File: src/rtl/div_share_ctrl.sv
// Two-requester front end for one shared 8-bit sign-magnitude sequential divider.
// Round-robin grant, start/busy sequencing, divide-by-zero bypass, tagged response.
module div_share_ctrl (
   input  logic       clk,
   input  logic       rstn,
   input  logic       req0_valid,
   input  logic [7:0] req0_x,
   input  logic [7:0] req0_y,
   output logic       req0_ready,
   input  logic       req1_valid,
   input  logic [7:0] req1_x,
   input  logic [7:0] req1_y,
   output logic       req1_ready,
   output logic [7:0] div_x,
   output logic [7:0] div_y,
   output logic       div_start,
   input  logic [7:0] div_z,
   input  logic [7:0] div_r,
   input  logic       div_busy,
   output logic       rsp_valid,
   input  logic       rsp_ready,
   output logic       rsp_id,
   output logic [7:0] rsp_z,
   output logic [7:0] rsp_r,
   output logic       rsp_err
);

   typedef enum logic [1:0] {IDLE, ISSUE, WAIT, RESP} state_t;

   state_t     state, state_nxt;
   logic       ptr, ptr_nxt;
   logic       seen_busy, seen_busy_nxt;
   logic [7:0] op_x, op_y;
   logic       op_id;
   logic [7:0] res_z, res_r;
   logic       res_err;

   logic       grant0, grant1, accept;
   logic [7:0] acc_x, acc_y;
   logic       acc_zero;
   logic       ld_op, ld_zero, ld_div;

   // ptr names the requester that wins when both are valid
   always_comb begin
      grant0   = req0_valid & (~req1_valid | ~ptr);
      grant1   = req1_valid & (~req0_valid |  ptr);
      acc_x    = grant1 ? req1_x : req0_x;
      acc_y    = grant1 ? req1_y : req0_y;
      acc_zero = (acc_y[6:0] == 7'd0);
   end

   assign req0_ready = (state == IDLE) & grant0;
   assign req1_ready = (state == IDLE) & grant1;
   assign accept     = req0_ready | req1_ready;

   always_ff @(posedge clk or negedge rstn) begin
      if (!rstn) begin
         state     <= IDLE;
         ptr       <= 1'b0;
         seen_busy <= 1'b0;
      end else begin
         state     <= state_nxt;
         ptr       <= ptr_nxt;
         seen_busy <= seen_busy_nxt;
      end
   end

   always_comb begin
      state_nxt     = state;
      ptr_nxt       = ptr;
      seen_busy_nxt = seen_busy;
      ld_op         = 1'b0;
      ld_zero       = 1'b0;
      ld_div        = 1'b0;
      div_start     = 1'b0;
      case (state)
         IDLE: begin
            if (accept) begin
               ld_op   = 1'b1;
               ptr_nxt = grant0;
               if (acc_zero) begin
                  ld_zero   = 1'b1;
                  state_nxt = RESP;
               end else begin
                  state_nxt = ISSUE;
               end
            end
         end
         ISSUE: begin
            div_start     = 1'b1;
            seen_busy_nxt = 1'b0;
            state_nxt     = WAIT;
         end
         WAIT: begin
            // busy may not rise until a cycle after start; only a low after high means done
            if (div_busy) begin
               seen_busy_nxt = 1'b1;
            end else if (seen_busy) begin
               ld_div    = 1'b1;
               state_nxt = RESP;
            end
         end
         RESP: begin
            if (rsp_ready) state_nxt = IDLE;
         end
         default: state_nxt = IDLE;
      endcase
   end

   always_ff @(posedge clk or negedge rstn) begin
      if (!rstn) begin
         op_x  <= 8'h00;
         op_y  <= 8'h00;
         op_id <= 1'b0;
      end else if (ld_op) begin
         op_x  <= acc_x;
         op_y  <= acc_y;
         op_id <= grant1;
      end
   end

   always_ff @(posedge clk or negedge rstn) begin
      if (!rstn) begin
         res_z   <= 8'h00;
         res_r   <= 8'h00;
         res_err <= 1'b0;
      end else if (ld_zero) begin
         res_z   <= {acc_x[7] ^ acc_y[7], 7'h7F};
         res_r   <= acc_x;
         res_err <= 1'b1;
      end else if (ld_div) begin
         res_z   <= div_z;
         res_r   <= div_r;
         res_err <= 1'b0;
      end
   end

   assign div_x     = op_x;
   assign div_y     = op_y;
   assign rsp_valid = (state == RESP);
   assign rsp_id    = op_id;
   assign rsp_z     = res_z;
   assign rsp_r     = res_r;
   assign rsp_err   = res_err;

endmodule

File: config.mk
export PLATFORM = sky130hd
export DESIGN_NAME = div_share_ctrl
export DESIGN_NICKNAME = d
export VERILOG_FILES = /design/src/rtl/div_share_ctrl.sv
export SDC_FILE = /design/constraint.sdc
export NUM_CORES = 1
export LEC_CHECK = 0
export BUFFER_PORTS_ARGS = -buffer_cell sky130_fd_sc_hd__buf_4
export CORE_ASPECT_RATIO = 0.8
export CORE_MARGIN = 4
export CORE_UTILIZATION = 49
export CTS_CLUSTER_DIAMETER = 80
export DETAILED_ROUTE_END_ITERATION = 10
export PLACE_DENSITY = 0.84
export SLEW_MARGIN = 20
export SYNTH_ARGS = -nofsm -noshare
export SYNTH_HDL_FRONTEND = slang
export SYNTH_SLANG_ARGS = --single-unit
File: constraint.sdc
create_clock -name clk -period 3.2 [get_ports clk]
set_clock_uncertainty 0.2 [all_clocks]
set_input_delay 0.48 -clock clk [delete_from_list [all_inputs] [get_ports clk]]
set_output_delay 0.48 -clock clk [all_outputs]
set_load 0.03 [all_outputs]
==> Yosys cells after proc, flatten, opt, wreduce, memory -nomap -nowiden <==
Index checks and enable logic that the tools add are counted.
{ "op_classes": {"bitwise": 11, "eq_ne": 8, "n_reduce_logical": 7, "mux": 25} }
{ "ops": {"columns": ["operator", "n"], "rows": [
  ["$mux W8", 6],
  ["$mux W1", 12],
  ["$mux W2", 5],
  ["$ne A2 B2 Y1 const B", 4],
  ["$pmux W2 S4", 1],
  ["$logic_not A7 Y1", 1],
  ["$and A1 B1 Y1", 4],
  ["$eq A2 B2 Y1 const B", 2],
  ["$reduce_and A2 Y1", 2],
  ["$reduce_and A4 Y1", 1],
  ["$reduce_bool A2 Y1", 2],
  ["$not A1 Y1", 3],
  ["$or A1 B1 Y1", 3],
  ["$eq A2 B1 Y1 const B", 1],
  ["$logic_not A2 Y1", 1],
  ["$ne A2 B1 Y1 const B", 1],
  ["$pmux W1 S2", 1],
  ["$xor A1 B1 Y1", 1]
]} }
{ "word_totals": {"elab_cells": 60, "ff_bits": 38, "out_inout_bits": 38, "in_bits": 54} }

==> Depth between registers and ports, before layout <==
Gate-level depths: netlist of run 1.
{ "logic_depth": {"word_depth": 9, "ltp_mapped": 8, "ltp_nobuf": 6} }

==> Worst setup path before layout of run 1 <==
No wires, ideal clock.
{ "synth_timing": {"path_kind": "input to output", "startpoint": "input port req1_valid", "endpoint": "output port req1_ready", "stages": 4, "setup_slack_ns": 1.131, "arrival_time_ns": 1.389, "required_ns": 2.520, "path_buffers": 2, "path_cell_list": "clkbuf_8 -> nand2_2 -> buf_6 -> nor2_1"} }
{ "synth_between": {"elab_chain_cells": 2} }
{ "synth_lines": {"columns": ["element", "line", "source"], "rows": [
  ["start: declaration", "10", "input logic req1_valid,"],
  ["$and A1 B1 Y1", "46", "grant1 = req1_valid & (~req0_valid | ptr);"],
  ["$and A1 B1 Y1", "53", "assign req1_ready = (state == IDLE) & grant1;"],
  ["end: declaration", "13", "output logic req1_ready,"]
]} }
No other way between the ends.

==> Final worst setup path of run 1 <==
{ "layout_timing": {"startpoint": "register ptr", "endpoint": "output port req1_ready"} }
{ "layout_between": {"elab_chain_cells": 3} }
{ "layout_lines": {"columns": ["element", "line", "source"], "rows": [
  ["start: declaration", "31", "logic ptr, ptr_nxt;"],
  ["start signal: assignment", "63", "ptr <= ptr_nxt;"],
  ["$or A1 B1 Y1", "46", null],
  ["$and A1 B1 Y1", "46", null],
  ["$and A1 B1 Y1", "53", null]
]} }
No other way between the ends.

==> impl_metrics.json, run 1 <==
{
  "synth_seq_cells": 38,
  "powerDensity_mw_per_mm2": 1000,
  "start_kind": "register",
  "design.die.area_mm2": 0.00495,
  "post-dp-hpwl_mm": 3.58,
  "ys_seq_area_share_pct": 49.9,
  "ios": 92,
  "row_count": 19,
  "grt_use_met3_pct": 6.18,
  "period_share_pct": 73.2,
  "final.min_clock_period_ns": 2.34,
  "final_core_util_pct": 76.1,
  "cp_slowest_cell": "nand2_2",
  "whs_endpoint": "rsp_z[3]$_DFFE_PN0P_",
  "max-cap-violations": 0,
  "ys.flop_type": "dfrtp_1",
  "syn_nets": 239,
  "dp_slack_ns": 1.01,
  "p_comb_share_pct": 51.3,
  "clock_latency_ns": 0.29,
  "arrival_ns": 1.66,
  "grt_pass1_wl_mm": 7.97,
  "min_delay_path_depth": 3,
  "synth.avg_cell_area_um2": 10.6,
  "wl_per_cell_um": 15.3,
  "die_x_um": 77.7,
  "hold_violations": 0,
  "overflow": 0,
  "initial_core_util_pct": 53.0,
  "clockBufferDepth": 2,
  "crit_path_max_incr_delay_ns": 0.43,
  "track_usage_pct": 20.5,
  "drtIter0Drc": 86,
  "peakVddDrop_v": 0.000670,
  "cp_top_family": "simple AND/OR/NAND/NOR gates",
  "hp-start": "div_z[3]",
  "clkTransAtPathRegs_ns": 0.08,
  "power_switching_mw": 1.18,
  "yosysTopAreaCell": "dfrtp_1",
  "netlist_top_cells_area": "dfrtp_1, mux2i_1, nand2_1",
  "regToRegEndpoint": "rsp_r[7]$_DFFE_PN0P_",
  "worstSetupPathType": "register to output port",
  "grt_setup_unrepaired": "no",
  "numCtsBuffers": 5,
  "post_drt_via_cell_ratio": 5.03,
  "top_usage_layer": "met2",
  "num_vias": 1634,
  "reg2reg_slack_ns": 1.18,
  "end_kind": "output port",
  "timing.fmax_mhz": 427,
  "synthesis.area_mm2": 0.00190,
  "cts_max_level": 2,
  "setup_tns_ns": 0,
  "cp_cell_sequence": "nand2b_1 > nand2_2 > nor2_1 > buf_4",
  "async_flop_share_pct": 100,
  "worst_slack_ns": 0.858,
  "status": "finished, final reports clean",
  "synth_top_area_share_pct": 49.9,
  "synth_cell_type_count": 31,
  "min_path_type": "primary input to register",
  "coreArea_mm2": 0.00359,
  "reg2reg_from": "state[0]$_DFFE_PN0P_",
  "ys_warn_count": 0,
  "area_growth_pct": 43.4,
  "final_layout_size_suffix_gt1_share_pct": 38.5,
  "setup_violations": 0,
  "gp_congestion": 0.770,
  "grt_start_max_net_pins": 39,
  "fin_nets": 331,
  "fp.dieH_um": 63.8,
  "holdWs_ns": 0.196,
  "routed_wl_mm": 4.98,
  "cp_max_fo": 18,
  "antenna_found_initial": 0,
  "portBuffers": 91,
  "power.leakage_nw": 1.55,
  "relSlewSlack_pct": 63.3,
  "fill_cells": 279,
  "cts_sinks": 38,
  "worst_slew_pin_slew_ns": 0.549,
  "use_met1_pct": 26.8,
  "swShare_pct": 43.2,
  "intPower_mw": 1.56,
  "synth_edf_count": 0,
  "drtPass1Iterations": 4,
  "synth_cells": 180,
  "cts_root_buf": "clkbuf_8",
  "cts_resized": 0,
  "crit_required_ns": 2.52,
  "antenna_cells": 0,
  "power.share.clock_pct": 18.0,
  "met2_usage_pct": 33.7,
  "r2r_cells": 6,
  "drc": 0,
  "slew_violations": 0,
  "total_power_mw": 2.74,
  "grt_pass1_vias": 1640,
  "drt.antenna.violating_nets": 0,
  "cts_tree": "done",
  "seq_power_share_pct": 30.7,
  "critPathBufInv": 1
}
cell type report:
class	instances	area [µm²]	area share (%)
tap	52	65.1	2.38
sequential	38	951	34.8
inverter	7	26.3	0.962
multi-input combinational	126	843	30.9
clock buffer	5	68.8	2.52
timing repair buffer	94	708	25.9
clock inverter	3	68.8	2.52
layer usage:
layer	wire length [µm]	up-vias
li1	-	802
met1	2020	762
met2	2450	67
met3	470	3
met4	31	0
met5	0	-
synthesized netlist by cell type, types with 2 or more instances:
library cell,instances
nand2_1,32
nand2b_1,2
o21ai_0,21
dfrtp_1,38
nor2_1,3
nor4_1,2
nor3_1,3
clkbuf_1,3
buf_6,3
ha_1,5
nand3_1,7
mux2i_1,34
a21oi_1,3
inv_1,7
worst register-to-register path: stages, from the launching register on:
cell and delay, ns:
dfrtp_1 0.40, inv_1 0.12, ha_1 0.22, inv_1 0.07
or2_2 0.50, mux2i_1 0.27, mux2i_1 0.11
cells in the final DEF (no fill, tap or decap), types with 2 or more instances in the layout:
cell type | synthesis | routed
mux2i_1 | 34 | 34
inv_1 | 7 | 7
nor4_1 | 2 | 2
a21oi_1 | 3 | 3
nand2_1 | 32 | 32
ha_1 | 5 | 5
nand2b_1 | 2 | 2
nor3_1 | 3 | 3
nand3_1 | 7 | 7
nor2_1 | 3 | 3
dfrtp_1 | 38 | 38
buf_4 | 0 | 93
clkbuf_8 | 1 | 5
o21ai_0 | 21 | 21
bufinv_16 | 0 | 2
sequential cells by signal, summed over array words and instances, names as in the netlist:
name	flops
rsp_z	8
div_x	8
rsp_id	1
rsp_r	8
rsp_err	1
state	2
ptr	1
seen_busy	1
div_y	8
what timing repair did:
| action | in CTS | in global routing |
|---|---|---|
| hold buffers | 1 | 0 |
| setup buffers | 0 | 0 |
| endpoints found under the hold margin | 38 | 0 |
per-stage QoR:
stage / instance area (µm²) / instances
2_1_floorplan: 1900 / 180
5_1_grt: 2730 / 325
3_3_place_gp: 2580 / 316
6_report: 2730 / 325
3_5_place_dp: 2580 / 316
4_1_cts: 2730 / 325
how the worst max path moves through the flow:
stage / start / end / slack [ns] / cells after the start
finish: ptr$_DFFE_PN0P_ / req1_ready / 0.86 / 4
floorplan: req1_valid / req1_ready / 1.13 / 4
CTS: ptr$_DFFE_PN0P_ / req1_ready / 0.86 / 4
global placement: req0_valid / req1_ready / 1.05 / 5
detailed placement: req0_valid / req1_ready / 1.01 / 5
global route: state[1]$_DFFE_PN0P_ / req0_ready / 0.75 / 5
power by group through the flow:
stage                     Sequential, mW  Combinational [mW]  Clock [mW]
after floorplan                     1.24               0.487           0
after global placement             0.839                1.38           0
after detailed placement           0.847                1.40           0
after CTS                          0.841                1.42       0.500
after global routing               0.875                1.52       0.524
final                              0.841                1.41       0.495
cell families (layout without fill, tap and decap cells):
kind of cell	Yosys count	count (layout)	share of synthesized area, %
compound gates	31	31	9.46
fa+ha+maj	5	5	3.29
mux	34	34	17.9
buf+inv	16	109	5.78
xor+xnor	2	2	0.920
flops	38	38	49.9
simple gates	54	54	12.7
No activity file was read; power rests on OpenSTA's default activity.
==> inputs of run 2 (changes only) <==
- ABC_AREA: not set -> 1
- CORE_UTILIZATION: 49 -> 42
- PLACE_DENSITY: 0.84 -> 0.75
- clock period: 3.2 -> 2.1 ns (I/O delays scaled with it)
==> run 2 against run 1 <==
  * Total power up 50%
  * Design area is 7.7% higher
  * Critical path depth increased by 1
  * Critical path type unchanged
  * Synthesized cell count rose by 47%
  * Wire length is 13% higher
  * Synthesized area rose by 7.9%
  * Register-to-register slack worse by 1.0 ns
  * Sequential power rose by 52%
  * Largest power group unchanged
  * Worst hold slack got worse by 0.15 ns
  * Via count rose by 26%
  * Clock-buffer cell count unchanged
==> impl_metrics.json, run 2 <==
{
  "synth_cells": 265,
  "drt.antenna.violating_nets": 0,
  "end_kind": "output port",
  "clkTransAtPathRegs_ns": 0.07,
  "grt_setup_unrepaired": "no",
  "num_vias": 2057,
  "track_usage_pct": 18.9,
  "synth_cell_type_count": 23,
  "ios": 92,
  "power.leakage_nw": 1.62,
  "synthTopCellsByCount": "nand2_1, dfrtp_1, inv_1",
  "async_flop_share_pct": 100,
  "overflow": 0,
  "initial_core_util_pct": 44.2,
  "place_area_mm2": 0.00283,
  "setup_tns_ns": 0,
  "p_comb_share_pct": 57.3,
  "fin_area_mm2": 0.00294,
  "synth.avg_cell_area_um2": 7.75,
  "routed_wl_mm": 5.62,
  "timing.fmax_mhz": 512,
  "crit_required_ns": 1.58,
  "start_kind": "register",
  "synth-simple-area-share_pct": 32.0,
  "cts_tree": "done",
  "slew_violations": 0,
  "cp_slowest_cell": "dfrtp_1",
  "cp-startpoint": "state[1]$_DFFE_PN0P_",
  "peakVddDrop_v": 0.000848,
  "cts_root_buf": "clkbuf_8",
  "netlist_top_cells_area": "dfrtp_1, nand2_1, nand3_1",
  "synth-xor-area-share_pct": 0,
  "cp-endpoint": "req0_ready",
  "clock_latency_ns": 0.28,
  "cp_common_cell": "inv_1",
  "area_growth_pct": 43.1,
  "clockBufferDepth": 2,
  "min_path_type": "primary input to register",
  "cp_cell_sequence": "inv_1 > ha_1 > nand3_2 > inv_1 > buf_4",
  "worst_slew_pin_slew_ns": 0.484,
  "synth_compound_area_share_pct": 7.19,
  "r2r_cells": 10,
  "multi_input_area_um2": 952,
  "post_drt_via_cell_ratio": 4.89,
  "yosysMostFrequentCell": "nand2_1",
  "hold_violations": 0,
  "total_power_mw": 4.12,
  "design.die.area_mm2": 0.00608,
  "power.share.clock_pct": 11.6,
  "synth_top_family_by_area": "simple AND/OR/NAND/NOR gates",
  "crit_path_max_incr_delay_ns": 0.41,
  "cts_max_level": 2,
  "relSlewSlack_pct": 67.7,
  "cp_top_family": "flip-flops",
  "drtPass1Iterations": 5,
  "reg2reg_from": "ptr$_DFFE_PN0P_",
  "synth_mux_area_share_pct": 2.92,
  "grt_pass1_vias": 2015,
  "status": "finished, final reports clean",
  "row_count": 22,
  "gp_congestion": 0.844,
  "arrival_ns": 1.44,
  "register_area_um2": 951,
  "cp.depth": 5,
  "yosysTopAreaCell": "dfrtp_1",
  "coreArea_mm2": 0.00465,
  "synth_edf_count": 0,
  "post_cts_buffers": 0,
  "ys_warn_count": 0,
  "syn_nets": 324,
  "intPower_mw": 2.19,
  "post-dp-hpwl_mm": 4.30,
  "critPathBufInv": 3,
  "final.min_clock_period_ns": 1.95,
  "period_share_pct": 93.0,
  "numCtsBuffers": 5,
  "final_core_util_pct": 63.2,
  "seq_power_share_pct": 31.1,
  "ys_seq_area_share_pct": 46.3,
  "max-cap-violations": 0,
  "power_switching_mw": 1.93,
  "regToRegEndpoint": "state[1]$_DFFE_PN0P_",
  "worstSetupPathType": "register to output port",
  "cp_max_fo": 5,
  "final_common_cell": "buf_4",
  "portBuffers": 91,
  "grt_start_max_net_pins": 39,
  "ys.flop_type": "dfrtp_1",
  "most-common-layout-cells": "buf_4, nand2_1, dfrtp_1, inv_1, nand3_1",
  "die_x_um": 86.2,
  "antenna_found_initial": 0,
  "fin_nets": 420,
  "synth_seq_cells": 38,
  "finalNonFillerCells": 421,
  "synthesis.area_mm2": 0.00205,
  "reg2reg_slack_ns": 0.17,
  "fill_cells": 424,
  "synth_top_area_share_pct": 46.3,
  "drtIter0Drc": 83,
  "cts_sinks": 38,
  "powerDensity_mw_per_mm2": 1400,
  "swShare_pct": 46.8,
  "antenna_cells": 0,
  "fp.dieH_um": 70.6,
  "setup_violations": 0,
  "final_layout_size_suffix_gt1_share_pct": 33.0,
  "wl_per_cell_um": 13.4,
  "place_inst": 412,
  "drc": 0,
  "grt_pass1_wl_mm": 9.13,
  "synthAdderAreaFrac_pct": 3.05
}
run 2: per-layer routing:
metal,wire length [µm],global-route usage [%],up-vias
li1,-,-,1043
met1,2570,25.9,948
met2,2570,28.7,61
met3,430,6.29,5
met4,52,5.19,0
met5,0,0,-
run 2: logic make-up (layout without fill, tap and decap cells):
family                   Yosys count  after routing
adder cells (fa/ha/maj)            5              5
flip-flops                        38             38
buffers and inverters             40            135
AO/OA/AOI/OAI                     27             27
AND/OR/NAND/NOR                  149            150
multiplexers                       6              6
run 2: tightest hold or removal path: cells and delay by family:
kind | cells | cell delay, ns
muxes | 1 | 0.05
buffers and inverters | 1 | 0.08
and+or+nand+nor | 1 | 0.06
run 2: repair_timing:
item	CTS	global route
hold endpoints to repair	38	0
resized for setup	0	3
hold buffers	1	0
endpoints found under the setup margin	0	9
run 2: worst min-delay path by stage:
stage	cells after the start	slack, ns	endpoint	start
floorplan	0	-0.18	div_x[0]$_DFFE_PN0P_	rstn
global placement	1	0.11	div_y[0]$_DFFE_PN0P_	rstn
detailed placement	1	0.12	div_y[3]$_DFFE_PN0P_	rstn
CTS	3	0.03	rsp_z[6]$_DFFE_PN0P_	div_z[6]
global route	3	0.04	rsp_z[2]$_DFFE_PN0P_	div_z[2]
finish	3	0.04	rsp_z[6]$_DFFE_PN0P_	div_z[6]
run 2: area by class of cell:
type                            count  area share [%]
Multi-Input combinational cell    188            32.4
Sequential cell                    38            32.3
Timing Repair Buffer              100            26.5
Inverter                           28            3.57
Tap cell                           60            2.55
Clock buffer                        5            2.34
Clock inverter                      2           0.340
run 2: power by group through the flow:
stage | combinational (mW) | sequential (mW) | clock (mW)
final | 2.36 | 1.28 | 0.479
after CTS | 2.36 | 1.28 | 0.492
after global routing | 2.57 | 1.33 | 0.517
after floorplan | 0.880 | 1.86 | 0
after global placement | 2.29 | 1.29 | 0
after detailed placement | 2.35 | 1.28 | 0
run 2: metrics by stage:
step	hold WS [ns]	setup slack, ns
after floorplan	-0.181	0.131
after global placement	0.114	0.107
after detailed placement	0.120	0.0669
after global routing	0.0414	0.0334
after CTS	0.0341	0.0934
final	0.0419	0.147
==> inputs of run 3 (changes only) <==
- CELL_PAD_IN_SITES_DETAIL_PLACEMENT: not set -> 1
- CELL_PAD_IN_SITES_GLOBAL_PLACEMENT: not set -> 1
- CORE_UTILIZATION: 42 -> 29
- PLACE_DENSITY: 0.75 -> not set
- PLACE_DENSITY_LB_ADDON: not set -> 0.1
==> run 3 against run 2 <==
  * Clock power up 63%
  * Via count is 1.5% higher
  * Worst hold slack lost 0.0012 ns
  * Wire length increased by 19%
  * First-iteration DRC count down 22%
  * Critical path depth up 1
  * Combinational power is essentially flat
  * Cell count increased by 8.1%
  * Sequential power about the same
  * Sequential cell count unchanged
  * Critical path type unchanged
  * Critical endpoint unchanged
  * Largest cell class unchanged
  * Largest power group unchanged
==> impl_metrics.json, run 3 (synthesis gave the netlist of run 2 again) <==
{
  "final_layout_size_suffix_gt1_share_pct": 35.3,
  "track_usage_pct": 16.0,
  "fp.dieH_um": 83.3,
  "routed_wl_mm": 6.68,
  "clockBufferDepth": 2,
  "clock_latency_ns": 0.29,
  "ios": 92,
  "most-common-layout-cells": "buf_4, nand2_1, dfrtp_1, inv_1, nand3_1",
  "relSlewSlack_pct": 64.8,
  "grt_pass1_vias": 2220,
  "grt_setup_unrepaired": "no",
  "post-dp-hpwl_mm": 5.11,
  "slew_violations": 0,
  "cp_slowest_cell": "dfrtp_1",
  "fin_nets": 426,
  "arrival_ns": 1.50,
  "cp_cell_sequence": "inv_2 > ha_2 > nand3_1 > buf_4 > inv_1 > buf_4",
  "crit_path_max_incr_delay_ns": 0.42,
  "coreArea_mm2": 0.00689,
  "worst_slew_pin_slew_ns": 0.527,
  "crit_required_ns": 1.58,
  "row_count": 27,
  "clkTransAtPathRegs_ns": 0.08,
  "end_kind": "output port",
  "power.leakage_nw": 1.66,
  "final.min_clock_period_ns": 2.01,
  "post_drt_via_cell_ratio": 4.59,
  "status": "finished, final reports clean",
  "max-cap-violations": 0,
  "num_vias": 2088,
  "die_x_um": 102,
  "worstSetupPathType": "register to output port",
  "critPathBufInv": 4,
  "timing.fmax_mhz": 497,
  "period_share_pct": 95.7,
  "cts_root_buf": "clkbuf_8",
  "design.die.area_mm2": 0.00850,
  "drtPass1Iterations": 4,
  "register_area_um2": 951,
  "drt.antenna.violating_nets": 0,
  "cts_tree": "done",
  "wl_per_cell_um": 14.7,
  "multi_input_area_um2": 960,
  "cp_common_cell": "buf_4",
  "reg2reg_slack_ns": 0.19,
  "hold_violations": 0,
  "cts_sinks": 38,
  "min_path_type": "primary input to register",
  "cts_max_level": 2,
  "start_kind": "register",
  "antenna_found_initial": 0,
  "peakVddDrop_v": 0.000626,
  "setup_tns_ns": 0,
  "powerDensity_mw_per_mm2": 1450,
  "cp_max_fo": 4,
  "antenna_cells": 0,
  "initial_core_util_pct": 29.8,
  "drtIter0Drc": 65,
  "portBuffers": 91,
  "final_common_cell": "buf_4",
  "overflow": 0,
  "fill_cells": 850,
  "setup_violations": 0,
  "final_core_util_pct": 44.5,
  "area_growth_pct": 49.2,
  "numCtsBuffers": 5,
  "holdWs_ns": 0.0407,
  "cp_top_family": "buffers and inverters",
  "grt_pass1_wl_mm": 10.8,
  "grt_start_max_net_pins": 39,
  "gp_congestion": 0.781,
  "drc": 0
}
## run 3: stage by stage
stage / setup WS [ns] / power (mW) / instances / instance area, µm²
finish: 0.0896 / 4.45 / 455 / 3070
global route: 0.00121 / 4.79 / 455 / 3070
CTS: 0.0271 / 4.47 / 452 / 3020
detailed placement: 0.0333 / 3.66 / 443 / 2870
global placement: 0.0870 / 3.62 / 443 / 2870
floorplan: 0.131 / 2.74 / 265 / 2050
## run 3: worst reg2reg max path: stages (launching register included)
cell and delay [ns]:
dfrtp_1 0.39, inv_1 0.07, nand2_1 0.09, nand2_2 0.13, nand2_1 0.07, nand2_1 0.10, nand2_1 0.09, nor2_4 0.24
buf_4 0.19, nand4_1 0.11, nand2_1 0.09, nand2_1 0.05
## run 3: timing repair
item	in CTS	in global routing
hold buffers	1	0
resized for setup	0	8
setup endpoints to repair	0	12
buffers inserted	0	2
endpoints found under the hold margin	38	0
## run 3: area by class of cell
class                           instances  area share [%]
Multi-Input combinational cell        188            31.3
Clock buffer                            6            2.69
Tap cell                               87            3.55
Timing Repair Buffer                  106            26.0
Clock inverter                          2            1.96
Inverter                               28            3.43
Sequential cell                        38            31.0
## run 3: per-layer routing
metal	GRT usage [%]	share of wire [%]
met5	0	0
met4	3.58	1.1
met3	4.11	5.5
met2	26.0	49
met1	21.4	44
## run 3: worst paths after layout
path | from | endpoint | cells after the start
setup / recovery | state[1]$_DFFE_PN0P_ | req0_ready | 6
hold / removal | div_z[3] | rsp_z[3]$_DFFE_PN0P_ | 3
setup reg to reg | ptr$_DFFE_PN0P_ | rsp_z[7]$_DFFE_PN0P_ | 11
hold reg to reg | rsp_id$_DFFE_PN0P_ | rsp_id$_DFFE_PN0P_ | 2
max in group asynchronous | rstn | rsp_r[4]$_DFFE_PN0P_ | 2
min in group asynchronous | rstn | div_x[1]$_DFFE_PN0P_ | 2
## run 3: power breakdown
part | internal, mW | switching, mW
Clock | 0.507 | 0.275
Combinational | 0.905 | 1.49
Sequential | 1.08 | 0.198
